===== src/rtl/sw_io_pkg.sv =====
// Shared types and constants for the switch/LED test interface.
// Bit positions refer to the DE0 slide switch bus SW[9:0].
package sw_io_pkg;

    localparam int SW_W     = 10;
    localparam int DATA_W   = 8;
    localparam int STRB_BIT = 9;
    localparam int MODE_BIT = 8;

    typedef enum logic [1:0] {
        IDLE    = 2'd0,
        PEND    = 2'd1,
        RELEASE = 2'd2
    } state_t;

endpackage


===== src/rtl/sw_debounce.sv =====
// Single-bit debouncer for an already synchronised switch.
// The output follows the input only after DEBOUNCE_CYCLES consecutive disagreeing edges.
module sw_debounce #(
    parameter int DEBOUNCE_CYCLES = 4
) (
    input  logic i_clk,
    input  logic i_reset,
    input  logic i_sync,
    output logic o_db
);

    localparam logic [7:0] CNT_MAX = 8'(DEBOUNCE_CYCLES - 1);

    logic [7:0] r_cnt;
    logic       r_db;

    always_ff @(posedge i_clk) begin
        if (i_reset) begin
            r_cnt <= 8'd0;
            r_db  <= 1'b0;
        end else if (i_sync != r_db) begin
            if (r_cnt == CNT_MAX) begin
                r_db  <= i_sync;
                r_cnt <= 8'd0;
            end else begin
                r_cnt <= r_cnt + 8'd1;
            end
        end else begin
            // Any agreement restarts the count, so a bounce must be fully stable to pass.
            r_cnt <= 8'd0;
        end
    end

    assign o_db = r_db;

endmodule


===== src/rtl/sw_strobe_source.sv =====
// Switch producer for the picoMIPS input port: synchronises SW[9:0], debounces the
// enter strobe and mode level, and offers one latched byte per press via valid/ack.
module sw_strobe_source
    import sw_io_pkg::*;
#(
    parameter int DEBOUNCE_CYCLES = 4
) (
    input  logic              clk,
    input  logic              reset,
    input  logic [SW_W-1:0]   sw,
    input  logic              ack,
    output logic [DATA_W-1:0] data,
    output logic              valid,
    output logic              mode,
    output logic              overrun
);

    logic [SW_W-1:0]   r_s1;
    logic [SW_W-1:0]   r_s2;
    logic              w_strb;
    logic              w_mode;
    state_t            r_state;
    state_t            w_state_next;
    logic [DATA_W-1:0] r_data;
    logic              r_armed;
    logic              r_overrun;
    logic              w_latch;
    logic              w_arm_set;
    logic              w_ovr_set;

    always_ff @(posedge clk) begin
        if (reset) begin
            r_s1 <= '0;
            r_s2 <= '0;
        end else begin
            r_s1 <= sw;
            r_s2 <= r_s1;
        end
    end

    sw_debounce #(.DEBOUNCE_CYCLES(DEBOUNCE_CYCLES)) u_db_strb (
        .i_clk   (clk),
        .i_reset (reset),
        .i_sync  (r_s2[STRB_BIT]),
        .o_db    (w_strb)
    );

    sw_debounce #(.DEBOUNCE_CYCLES(DEBOUNCE_CYCLES)) u_db_mode (
        .i_clk   (clk),
        .i_reset (reset),
        .i_sync  (r_s2[MODE_BIT]),
        .o_db    (w_mode)
    );

    always_comb begin
        w_state_next = r_state;
        w_latch      = 1'b0;
        w_arm_set    = 1'b0;
        w_ovr_set    = 1'b0;
        case (r_state)
            IDLE: begin
                if (w_strb) begin
                    w_latch      = 1'b1;
                    w_state_next = PEND;
                end
            end
            PEND: begin
                // ack takes priority over a concurrent second press.
                if (ack) begin
                    w_state_next = RELEASE;
                end else if (r_armed && w_strb) begin
                    w_ovr_set = 1'b1;
                end
                if (!w_strb) begin
                    w_arm_set = 1'b1;
                end
            end
            RELEASE: begin
                if (!w_strb) begin
                    w_state_next = IDLE;
                end
            end
            default: w_state_next = IDLE;
        endcase
    end

    always_ff @(posedge clk) begin
        if (reset) begin
            r_state   <= IDLE;
            r_data    <= '0;
            r_armed   <= 1'b0;
            r_overrun <= 1'b0;
        end else begin
            r_state <= w_state_next;
            if (w_latch) begin
                r_data  <= r_s2[DATA_W-1:0];
                r_armed <= 1'b0;
            end else if (w_arm_set) begin
                r_armed <= 1'b1;
            end
            if (w_ovr_set) begin
                r_overrun <= 1'b1;
            end
        end
    end

    assign data    = r_data;
    assign valid   = (r_state == PEND);
    assign mode    = w_mode;
    assign overrun = r_overrun;

endmodule


===== config.mk =====
export PLATFORM = sky130hd
export DESIGN_NAME = sw_strobe_source
export DESIGN_NICKNAME = d
export VERILOG_FILES = /design/src/rtl/sw_io_pkg.sv /design/src/rtl/sw_debounce.sv /design/src/rtl/sw_strobe_source.sv
export SDC_FILE = /design/constraint.sdc
export NUM_CORES = 1
export LEC_CHECK = 0
export CAP_MARGIN = 10
export CORE_UTILIZATION = 50
export CTS_CLUSTER_SIZE = 30
export DETAILED_ROUTE_END_ITERATION = 12
export PLACE_DENSITY = 0.77
export SETUP_SLACK_MARGIN = 0.05
export SLEW_MARGIN = 30
export SYNTH_ARGS = -nofsm -noshare
export SYNTH_HDL_FRONTEND = slang
export SYNTH_SLANG_ARGS = --single-unit

===== constraint.sdc =====
create_clock -name clk -period 4.3 [get_ports clk]
set_input_delay 0.645 -clock clk [delete_from_list [all_inputs] [get_ports clk]]
set_output_delay 0.645 -clock clk [all_outputs]
set_load 0.005 [all_outputs]

# ---- Word-level counts from Yosys, hierarchy flattened
# Index checks and enable logic that the tools add are counted.
dict set report word_totals {
  inputBits 13
  out_inout_bits 11
  ff_bits 50
  elab_cells 42
}
dict set report classes {
  n_addsub 2
  eq_ne 9
  bitwise 2
  muxes 11
  reduce_logical 8
}
# cell n
set op_table {}
lappend op_table {{8-bit by 1-bit adder with 8-bit output (second input constant)} 2}
lappend op_table {{8-bit by 2-bit == test with 1-bit output (second input constant)} 2}
lappend op_table {{1-bit 2-to-1 mux} 7}
lappend op_table {{2-bit 2-to-1 mux} 3}
lappend op_table {{2-bit case mux with 3 select lines} 1}
lappend op_table {{3-bit OR reduction} 2}
lappend op_table {{2-bit inequality test (second input constant)} 2}
lappend op_table {{2-bit AND reduction} 2}
lappend op_table {{3-bit AND reduction} 1}
lappend op_table {{2-bit by 1-bit == test with 1-bit output (second input constant)} 1}
lappend op_table {{2-bit == test (second input constant)} 1}
lappend op_table {{2-bit logical NOT} 1}
lappend op_table {{1-bit inequality test} 2}
lappend op_table {{2-bit by 1-bit inequality test with 1-bit output (second input constant)} 1}
lappend op_table {{1-bit inverter} 2}
lappend op_table {{2-bit OR reduction} 1}
lappend op_table {{1-bit logical AND} 1}

# ---- Longest topological paths before layout
# Gate-level depths: netlist (run 1).
dict set report logic_depth {
  ltp_word 4
  mapped_depth 4
  mapped_depth_nobuf 4
}

# ---- Modules after synthesis
# Synthesis (run 1) repeated with hierarchy kept, for this count alone.
dict set report hier_totals {
  hier_cells 184
  hier_area_um2 1854.3
}
# module area_each_um2 seq_area_each_um2 cells_per_inst instances
set modules_own_cells {}
lappend modules_own_cells {sw_strobe_source 1076.0 640.6 96 1}
lappend modules_own_cells {sw_debounce 389.1 180.2 44 2}

# ---- Least setup slack after synthesis (run 1)
# OpenSTA, ideal clock, no wires.
dict set report synth_path {
  kind {register to register}
  startpoint {reg u_db_strb.r_cnt[0]}
  endpoint {reg u_db_strb.r_db, in the netlist u_db_strb.o_db}
  synth_period_minus_slack_ps 1513
  path_stages_with_launch 5
  path_slack_ps 2787
  required_time_ps 4229
  path_buffers 0
  setup_time_ps 71
  arrival_time_ps 1442
  path_cell_list {dfxtp_1 > ha_1 > or4b_4 > or3_1 > a21oi_1}
}
dict set report synth_via {
  elab_chain_cells 2
}
# item line
set synth_lines {}
lappend synth_lines {{start: declaration} sw_debounce.sv:14} ;# logic [7:0] r_cnt;
lappend synth_lines {{start signal: assignment} sw_debounce.sv:26} ;# r_cnt <= r_cnt + 8'd1;
lappend synth_lines {{8-bit by 2-bit == test with 1-bit output} sw_debounce.sv:22} ;# if (r_cnt == CNT_MAX) begin
lappend synth_lines {{2-bit AND reduction (no source line)} n/a}
lappend synth_lines {{end signal: assignment} sw_debounce.sv:23} ;# r_db <= i_sync;
lappend synth_lines {{end: declaration} sw_debounce.sv:15} ;# logic r_db;
# Every way passes these cells.
# A chain may end at the register's enable or synchronous reset.

# ---- Final worst setup path (run 1)
dict set report layout_path {
  startpoint {reg r_state[0]}
  endpoint {out valid}
}
dict set report layout_via {
  elab_chain_cells 1
}
# item line
set layout_lines {}
lappend layout_lines {{start: declaration} sw_strobe_source.sv:22} ;# state_t r_state;
lappend layout_lines {{start signal: assignment} sw_strobe_source.sv:94} ;# r_state <= w_state_next;
lappend layout_lines {{2-bit by 1-bit == test with 1-bit output} sw_strobe_source.sv:108} ;# assign valid = (r_state == PEND);
lappend layout_lines {{end: declaration} sw_strobe_source.sv:13} ;# output logic valid,
# Every way passes these cells.

==> results.toml, run 1 <==
[status]
run_status = "complete, no violations"

[routing]
route.detailed.drc = 0
count_of_nets_left_with_antenna_violations_after_detail_routing = 0
drt-initial-drc-count = 55
via_count = 1219
top_signal_layer_used = "met4"
avgViaCountPerCell = 4.96
drt_first_pass_iters = 4
dr_wl_met2_um = 1420
routed_wl_um = 2870
wl_met3_um = 78
wl_per_cell_um = 11.7
routedLengthMet1_um = 1300

[worst_hold_path]
worstHoldPathType = "reg -> reg"
holdCritStartpoint = "r_s1[9]"
hold_depth = 1
hold_end = "r_s2[9]"

[setup_path]
cpMaxStageDelayCell = "clkdlybuf4s50_1"
critPathLaunchType = "flop"
worstPathMaxFanout = 5
worstReg2RegEnd = "u_db_mode.r_cnt[2]"
critical-path-max-stage-delay_ns = 0.57
endpoint_kind = "output pin"
worst-r2r-setup-slack_ns = 2.58
critical_path.cell_chain = "nor2b_1, clkdlybuf4s50_1"
crit_family = "buffers and inverters"
cp.buffers_inverters = 1
cp_data_required_time_ns = 3.65
timing.critical_path.arrival_ns = 1.63
worst_r2r_startpoint = "u_db_mode.r_cnt[0]"
setup.worst_path.class = "reg -> out"
timing.reg2reg.worst_path_depth = 4

[logic_synthesis]
synthMuxAreaShare_pct = 4.60
yosysTopAreaCellShare_pct = 57.5
largest_family_of_logic_cells_by_synthesized_area = "simple AND/OR/NAND/NOR gates"
syn_avg_cell_area_sq_um = 10.2
ys_ff_latch = 50
yosys.area_share.xor_xnor_pct = 4.02
asyncSetResetFlopFracSynth_pct = 0
synth_compound_gate_area_share_pct = 8.12
synth_top_cells_by_area = "dfxtp_1, nor2b_1, mux2i_1, nor2_1, or3_1"
netlist-cell-type-count = 24
netlist.top_cell.by_area = "dfxtp_1"
post_synth_inst_count = 171
post_synth_fa_ha_maj_area_fraction_pct = 2.16
synth_edf_count = 0
mappedNetlistNets = 187
synth.cell_area_sq_um = 1740
yosys.area_share.simple_pct = 21.4
synth_sequential_area_ratio_pct = 57.5
synth_warnings = 0
synth_flop_cell = "dfxtp_1"

[sta]
timing.final.hold_violations = 0
worst_clock_skew_ns = 0.00776
slew_violations = 0
final.period_utilization_pct = 52.8
maxSlewHeadroom_pct = 65.2
max_clock_freq_ghz = 0.440
layout_min_cycle_time_ns = 2.27
rsz0062_at_grt = "no"
tightest_slew_ns = 0.520
setup_tns_ns = 0
setup_viol_count_final = 0

[die]
start_util_pct = 52.2
dieArea_sq_um = 3720
num_io_pins = 24
die-height_um = 61.0
core_region_area_sq_um = 3340
num_rows = 21
die_width_um = 61.0

[pwr]
power.ir.vdd_worst_uv = 243
total_leakage_power_nw = 0.756
power_density_relative_to_cell_area_nw_per_um2 = 353

[clocking]
cts_sinks = 50
clk_root_buffer_cell = "clkbuf_4"
clockBufferDepth = 2
worst_skew_pair.late_latency_ns = 0.35
worst_setup_hold_path_clk_slew_ns = 0.13
postCtsHoldBufs = 0
htree_num_levels = 2
cts_inserted_buffers = 5
cts.repair.resized = 0
cts_tree = "done"
post_cts_buffers = 0

[place]
gp_routability_congestion = 0.757
portBuffers = 23
dp_hpwl_um = 2120

[global_route]
grt_pass1_vias = 1172
gr-total-overflow = 0
first_pass_grt_wire_length_um = 4860
grt_max_degree = 20
initial_antenna_violation_count = 0
global_route.usage.total_pct = 18.1

[final_layout]
antenna_cells = 0
flow.area_growth_from_synthesis_pct = 21.0
nets = 215
final_core_occ_pct = 63.1
layout-drive-gt1-share_pct = 7.50
fill_cells = 290

[run]
cap_violations = 0
==> layout by cell type (no fill, tap or decap), types with 2 or more instances in the layout <==
master,n
xor2_1,6
o211ai_2,2
or3_1,9
nor2b_1,21
nor2_1,20
inv_1,6
o21ai_0,9
mux2i_1,8
nand2_1,5
a21oi_1,11
nand3_1,6
xnor2_1,2
nand4_1,2
clkbuf_8,3
ha_1,3
buf_4,2
clkbuf_4,5
clkdlybuf4s50_1,23
dfxtp_1,50
==> how the worst max path moves through the flow <==
| stage | from | end | slack, ns | cells past startpoint |
|---|---|---|---|---|
| after floorplan | u_db_strb.r_cnt[0] | u_db_strb.o_db | 2.79 | 4 |
| after global placement | reset | u_db_strb.r_cnt[3] | 2.07 | 5 |
| after detailed placement | reset | u_db_mode.r_cnt[0] | 2.01 | 5 |
| after CTS | r_state[0] | valid | 2.00 | 2 |
| after global routing | r_state[0] | valid | 1.94 | 2 |
| final | r_state[0] | valid | 2.03 | 2 |
==> worst register-to-register path, delay by kind of cell, from the launching register on <==
kind	cells	cell delay, ns
flip-flops	1	0.44
AO/OA/AOI/OAI	1	0.35
adder cells (fa/ha/maj)	1	0.23
AND/OR/NAND/NOR	2	0.58
==> Yosys cell counts, types with 2 or more instances <==
| library cell | n |
|---|---|
| dfxtp_1 | 50 |
| nor2b_1 | 21 |
| nor2_1 | 20 |
| a21oi_1 | 11 |
| o21ai_0 | 9 |
| or3_1 | 9 |
| mux2i_1 | 8 |
| inv_1 | 6 |
| nand3_1 | 6 |
| xor2_1 | 6 |
| nand2_1 | 5 |
| clkbuf_1 | 3 |
| ha_1 | 3 |
| nand4_1 | 2 |
| o211ai_2 | 2 |
| xnor2_1 | 2 |
==> cell type report <==
class / instances / area [sq um] / area share, %
Sequential cell: 50 / 1000 / 47.5
Multi-Input combinational cell: 111 / 702 / 33.3
Timing Repair Buffer: 25 / 245 / 11.6
Clock buffer: 8 / 78.8 / 3.74
Tap cell: 46 / 57.6 / 2.73
Inverter: 6 / 22.5 / 1.07
==> kinds of logic (layout without fill, tap and decap cells) <==
logic type | count (synthesis) | in the layout
xor gates and xnor gates | 8 | 8
and+or+nand+nor | 68 | 68
muxes | 8 | 8
buffers and inverters | 10 | 39
adders and majority gates | 3 | 3
AOI/OAI and AO/OA | 24 | 24
DFF | 50 | 50
==> metal layers <==
layer | up-vias | GRT usage (%)
met5 | - | 0
met4 | 0 | 8.77
met3 | 8 | 5.25
met2 | 20 | 31.5
met1 | 563 | 20.2
li1 | 628 | -
==> sequential cells by signal, indices dropped and copies added, names as in the netlist <==
| name | flops |
|---|---|
| data | 8 |
| overrun | 1 |
| r_armed | 1 |
| r_s1 | 10 |
| r_s2 | 10 |
| r_state | 2 |
| u_db_mode.o_db | 1 |
| u_db_mode.r_cnt | 8 |
| u_db_strb.o_db | 1 |
| u_db_strb.r_cnt | 8 |
==> metrics by stage <==
stage,hold WS (ns),worst slack (ns),power (W),instances,cell area [sq um]
after floorplan,0.414,2.79,0.000497,171,1740
after global placement,0.418,2.07,0.000511,238,2030
after detailed placement,0.428,2.01,0.000512,238,2030
after CTS,0.454,2.00,0.000755,246,2110
after global routing,0.465,1.94,0.000776,246,2110
final,0.449,2.03,0.000745,246,2110
==> report_power, final <==
group / switching, W / leakage [nW] / internal, W
clock: 0.000132 / 0.0446 / 0.000112
combinational: 0.0000101 / 0.304 / 0.0000158
sequential: 0.00000269 / 0.407 / 0.000472
No activity file was read; power rests on OpenSTA's default activity.
==> run 2, diff against run 1 <==
- CORE_UTILIZATION: 50 -> 47
- PLACE_DENSITY: 0.77 -> 0.76
- clock period: 4.3 -> 1.8 ns (I/O delays scaled with it)
==> results.toml, run 2 (synthesis results as in run 1) <==
[die]
die_width_um = 62.9
num_rows = 21
core_region_area_sq_um = 3440
die-height_um = 62.9
start_util_pct = 50.6
num_io_pins = 24
dieArea_sq_um = 3950

[routing]
avgViaCountPerCell = 4.98
routed_wl_um = 2880
route.detailed.drc = 0
wl_per_cell_um = 11.7
via_count = 1224
drt-initial-drc-count = 49
count_of_nets_left_with_antenna_violations_after_detail_routing = 0
drt_first_pass_iters = 4

[sta]
setup_viol_count_final = 0
timing.final.hold_violations = 0
setup_tns_ns = 0
rsz0062_at_grt = "yes"
fin_hold_ws_ns = 0.439
worst_clock_skew_ns = 0.00332
slew_violations = 0
layout_min_cycle_time_ns = 1.69
tightest_slew_ns = 0.358
max_clock_freq_ghz = 0.593
final.period_utilization_pct = 93.6
maxSlewHeadroom_pct = 76.0

[final_layout]
layout-drive-gt1-share_pct = 7.50
final_core_occ_pct = 62.6
final_common_cell = "dfxtp_1"
fin_area_sq_um = 2150
flow.area_growth_from_synthesis_pct = 23.7
biggestRegsByFlops = "r_s1 x10, r_s2 x10"
antenna_cells = 0
commonest_cells_after_routing_fill_and_taps_aside = "dfxtp_1, clkdlybuf4s50_1, nor2b_1, nor2_1, a21oi_1"
fill_cells = 290
nets = 215

[pwr]
power.ir.vdd_worst_uv = 561
power_density_relative_to_cell_area_nw_per_um2 = 909
total_leakage_power_nw = 0.763

[clocking]
cts_tree = "done"
cts_inserted_buffers = 5
cts_sinks = 50
clockBufferDepth = 2
clk_root_buffer_cell = "clkbuf_8"
worst_setup_hold_path_clk_slew_ns = 0.08
worst_skew_pair.late_latency_ns = 0.30
post_cts_buffers = 0
postCtsHoldBufs = 0
htree_num_levels = 2

[setup_path]
timing.critical_path.arrival_ns = 1.42
worstPathMaxFanout = 5
setup.worst_path.class = "reg -> out"
worst-r2r-setup-slack_ns = 0.14
worst_r2r_startpoint = "u_db_strb.r_cnt[0]"
endpoint_kind = "output pin"
critical_path.cell_chain = "nor2b_4, clkdlybuf4s50_1"
crit_family = "buffers and inverters"
cp.buffers_inverters = 1
cp-startpoint = "r_state[0]"
cpMaxStageDelayCell = "clkdlybuf4s50_1"
critical-path-max-stage-delay_ns = 0.52
critPathLaunchType = "flop"
cp_data_required_time_ns = 1.53

[worst_hold_path]
worstHoldPathType = "reg -> reg"
holdCritStartpoint = "r_s1[4]"

[place]
gp_routability_congestion = 0.705
total_cell_area_at_the_placement_stage_sq_um = 2030
portBuffers = 23
dp_hpwl_um = 2030

[global_route]
global_route.usage.total_pct = 16.5
grt_pass1_vias = 1218
grt_max_degree = 32
first_pass_grt_wire_length_um = 4970
gr-total-overflow = 0
initial_antenna_violation_count = 0

[status]
run_status = "complete, no violations"

[run]
cap_violations = 0
==> run 2: worst paths after layout <==
| kind | endpoint | cells after the start |
|---|---|---|
| max reg2reg | u_db_strb.o_db | 4 |
| min | r_s2[4] | 1 |
| max | valid | 2 |
| min reg2reg | r_s2[4] | 1 |
==> run 2: routing by layer <==
metal  vias up  routed length (um)  GRT usage, %
li1        630                   -             -
met1       565                1270          17.5
met2        22                1440          27.4
met3         7                 105          5.66
met4         0                  63          10.8
met5         -                   0             0
==> run 2: area by class of cell <==
cell class,instances,area (sq um),area share (%)
clock buffers,6,72.6,3.37
flip-flops and latches,50,1000,46.5
multi-input cells,111,718,33.3
clock inverters,2,37.5,1.74
repair buffers,25,245,11.4
inverters,6,22.5,1.05
well taps,46,57.6,2.67
==> run 2: stage by stage <==
step	instances	power, W	setup WS [ns]
floorplan	171	0.00119	0.287
global placement	238	0.00122	0.213
detailed placement	238	0.00122	0.159
CTS	246	0.00199	0.0512
global route	246	0.00204	0.0243
finish	246	0.00196	0.115
==> run 2: power by group <==
part | internal, W | leakage [nW] | switching [W]
Sequential | 0.00113 | 0.407 | 0.00000653
Combinational | 0.0000380 | 0.304 | 0.0000245
Clock | 0.000414 | 0.0514 | 0.000349
Total | 0.00158 | 0.763 | 0.000380
==> run 2: what timing repair did <==
action	CTS	global route
gates resized for setup	1	2
endpoints found under the setup margin	1	8
cloned	0	0
==> run 2: worst reg2reg max path, cell delays in order, from the launching register on <==
cell	delay, ns
dfxtp_1	0.39
ha_1	0.21
or4b_4	0.50
or3_1	0.36
a21oi_1	0.13
==> run 3, diff against run 2 <==
- REMOVE_ABC_BUFFERS: unset -> 1
==> results.toml, run 3 (synthesis results as in run 1) <==
[pwr]
power.share.sequential_pct = 58.4
power_density_relative_to_cell_area_nw_per_um2 = 899
combinationalPowerShare_pct = 3.3
power.ir.vdd_worst_uv = 560
netSwitchingFraction_pct = 18.4
p_clk_share_pct = 38.2
total_switching_power_w = 0.000358
total_internal_power_w = 0.00158
total_leakage_power_nw = 0.774

[final_layout]
commonest_cells_after_routing_fill_and_taps_aside = "dfxtp_1, clkdlybuf4s50_1, nor2b_1, nor2_1, a21oi_1"
fill_cells = 292
flow.area_growth_from_synthesis_pct = 23.9
biggestRegsByFlops = "r_s1 x10, r_s2 x10"
final_common_cell = "dfxtp_1"
nets = 217
layout-drive-gt1-share_pct = 7.43
antenna_cells = 0

[sta]
maxSlewHeadroom_pct = 77.3
layout_min_cycle_time_ns = 1.65
worst_clock_skew_ns = 0.00439
rsz0062_at_grt = "no"
max_clock_freq_ghz = 0.607
setup_tns_ns = 0
slew_violations = 0
tightest_slew_ns = 0.340
final.period_utilization_pct = 91.6
timing.final.hold_violations = 0
setup_viol_count_final = 0
fin_hold_ws_ns = 0.440

[status]
run_status = "complete, no violations"

[clocking]
cts.repair.resized = 0
clk_root_buffer_cell = "clkbuf_8"
postCtsHoldBufs = 0
clockBufferDepth = 2
worst_setup_hold_path_clk_slew_ns = 0.08
cts_tree = "done"
worst_skew_pair.late_latency_ns = 0.29
post_cts_buffers = 0
cts_sinks = 50
cts_inserted_buffers = 5
htree_num_levels = 2

[place]
dp_hpwl_um = 2080
portBuffers = 23
gp_routability_congestion = 0.757

[global_route]
gr-total-overflow = 0
initial_antenna_violation_count = 0
global_route.usage.total_pct = 16.1
grt_max_degree = 25
first_pass_grt_wire_length_um = 5020
grt_pass1_vias = 1220

[routing]
routed_wl_um = 2840
drt_first_pass_iters = 4
route.detailed.drc = 0
avgViaCountPerCell = 5.03
drt-initial-drc-count = 37
via_count = 1248
wl_per_cell_um = 11.4
count_of_nets_left_with_antenna_violations_after_detail_routing = 0

[setup_path]
timing.critical_path.arrival_ns = 1.83
cp_data_required_time_ns = 1.98
critPathLaunchType = "flop"
setup.worst_path.class = "reg -> reg"
worstPathMaxFanout = 8
endpoint_kind = "flop"

[die]
num_io_pins = 24
start_util_pct = 50.6
die-height_um = 62.9
dieArea_sq_um = 3950
die_width_um = 62.9
core_region_area_sq_um = 3440
num_rows = 21

[run]
cap_violations = 0

[worst_hold_path]
worstHoldPathType = "reg -> reg"
==> run 3: changes by cell type in the layout (fill, tap and decap cells not counted) <==
| cell | before | now |
|---|---|---|
| buf_4 | 2 | 4 |
| clkbuf_1 | 1 | 2 |
| clkinvlp_4 | 1 | 0 |
| nor2b_1 | 20 | 21 |
| nor2b_4 | 1 | 0 |
==> run 3: path summary, 6_finish.rpt <==
kind	slack [ns]	endpoint	startpoint	depth (start not counted)
worst max register to register	0.15	u_db_mode.r_cnt[2]	u_db_mode.r_cnt[0]	4
worst min-delay path	0.44	r_s2[8]	r_s1[8]	1
worst min register to register	0.44	r_s2[8]	r_s1[8]	1
worst max-delay path	0.15	u_db_mode.r_cnt[2]	u_db_mode.r_cnt[0]	4
==> run 3: power groups by stage <==
stage           logic, W  registers [W]  clock network (W)
3_3_place_gp   0.0000618        0.00116                  0
6_report       0.0000643        0.00113           0.000742
2_1_floorplan  0.0000215        0.00116                  0
5_1_grt        0.0000724        0.00114           0.000800
4_1_cts        0.0000641        0.00113           0.000763
3_5_place_dp   0.0000641        0.00116                  0
==> run 3: layer usage <==
layer / track usage, % / share of wire [%]
met3: 4.56 / 4.8
met4: 6.69 / 1.6
met5: 0 / 0
met1: 17.8 / 43
met2: 28.5 / 50
==> run 3: worst max-delay path, stage by stage, from the launching register on <==
cell and delay [ns]:
dfxtp_1 0.40, ha_1 0.23, or3b_2 0.49, o211ai_2 0.32
nor2_1 0.09
==> run 3: cell type report <==
class                      count  area [sq um]  share of cell area (%)
clock inverter                 1          30.0                    1.39
tap                           46          57.6                    2.67
timing repair buffer          27           260                    12.1
inverter                       6          22.5                    1.04
sequential                    50          1000                    46.4
clock buffer                   7          76.3                    3.54
multi-input combinational    111           711                    32.9
==> run 3: stage by stage <==
stage	setup WS [ns]	cell area [sq um]	utilization [%]	power (W)	std cells
3_5_place_dp	0.138	2040	59.4	0.00122	240
2_1_floorplan	0.00731	1730	-	0.00118	167
3_3_place_gp	0.222	2040	59.4	0.00122	240
4_1_cts	0.128	2150	62.5	0.00196	248
6_report	0.151	2160	62.7	0.00194	248
5_1_grt	0.0868	2160	62.7	0.00201	248
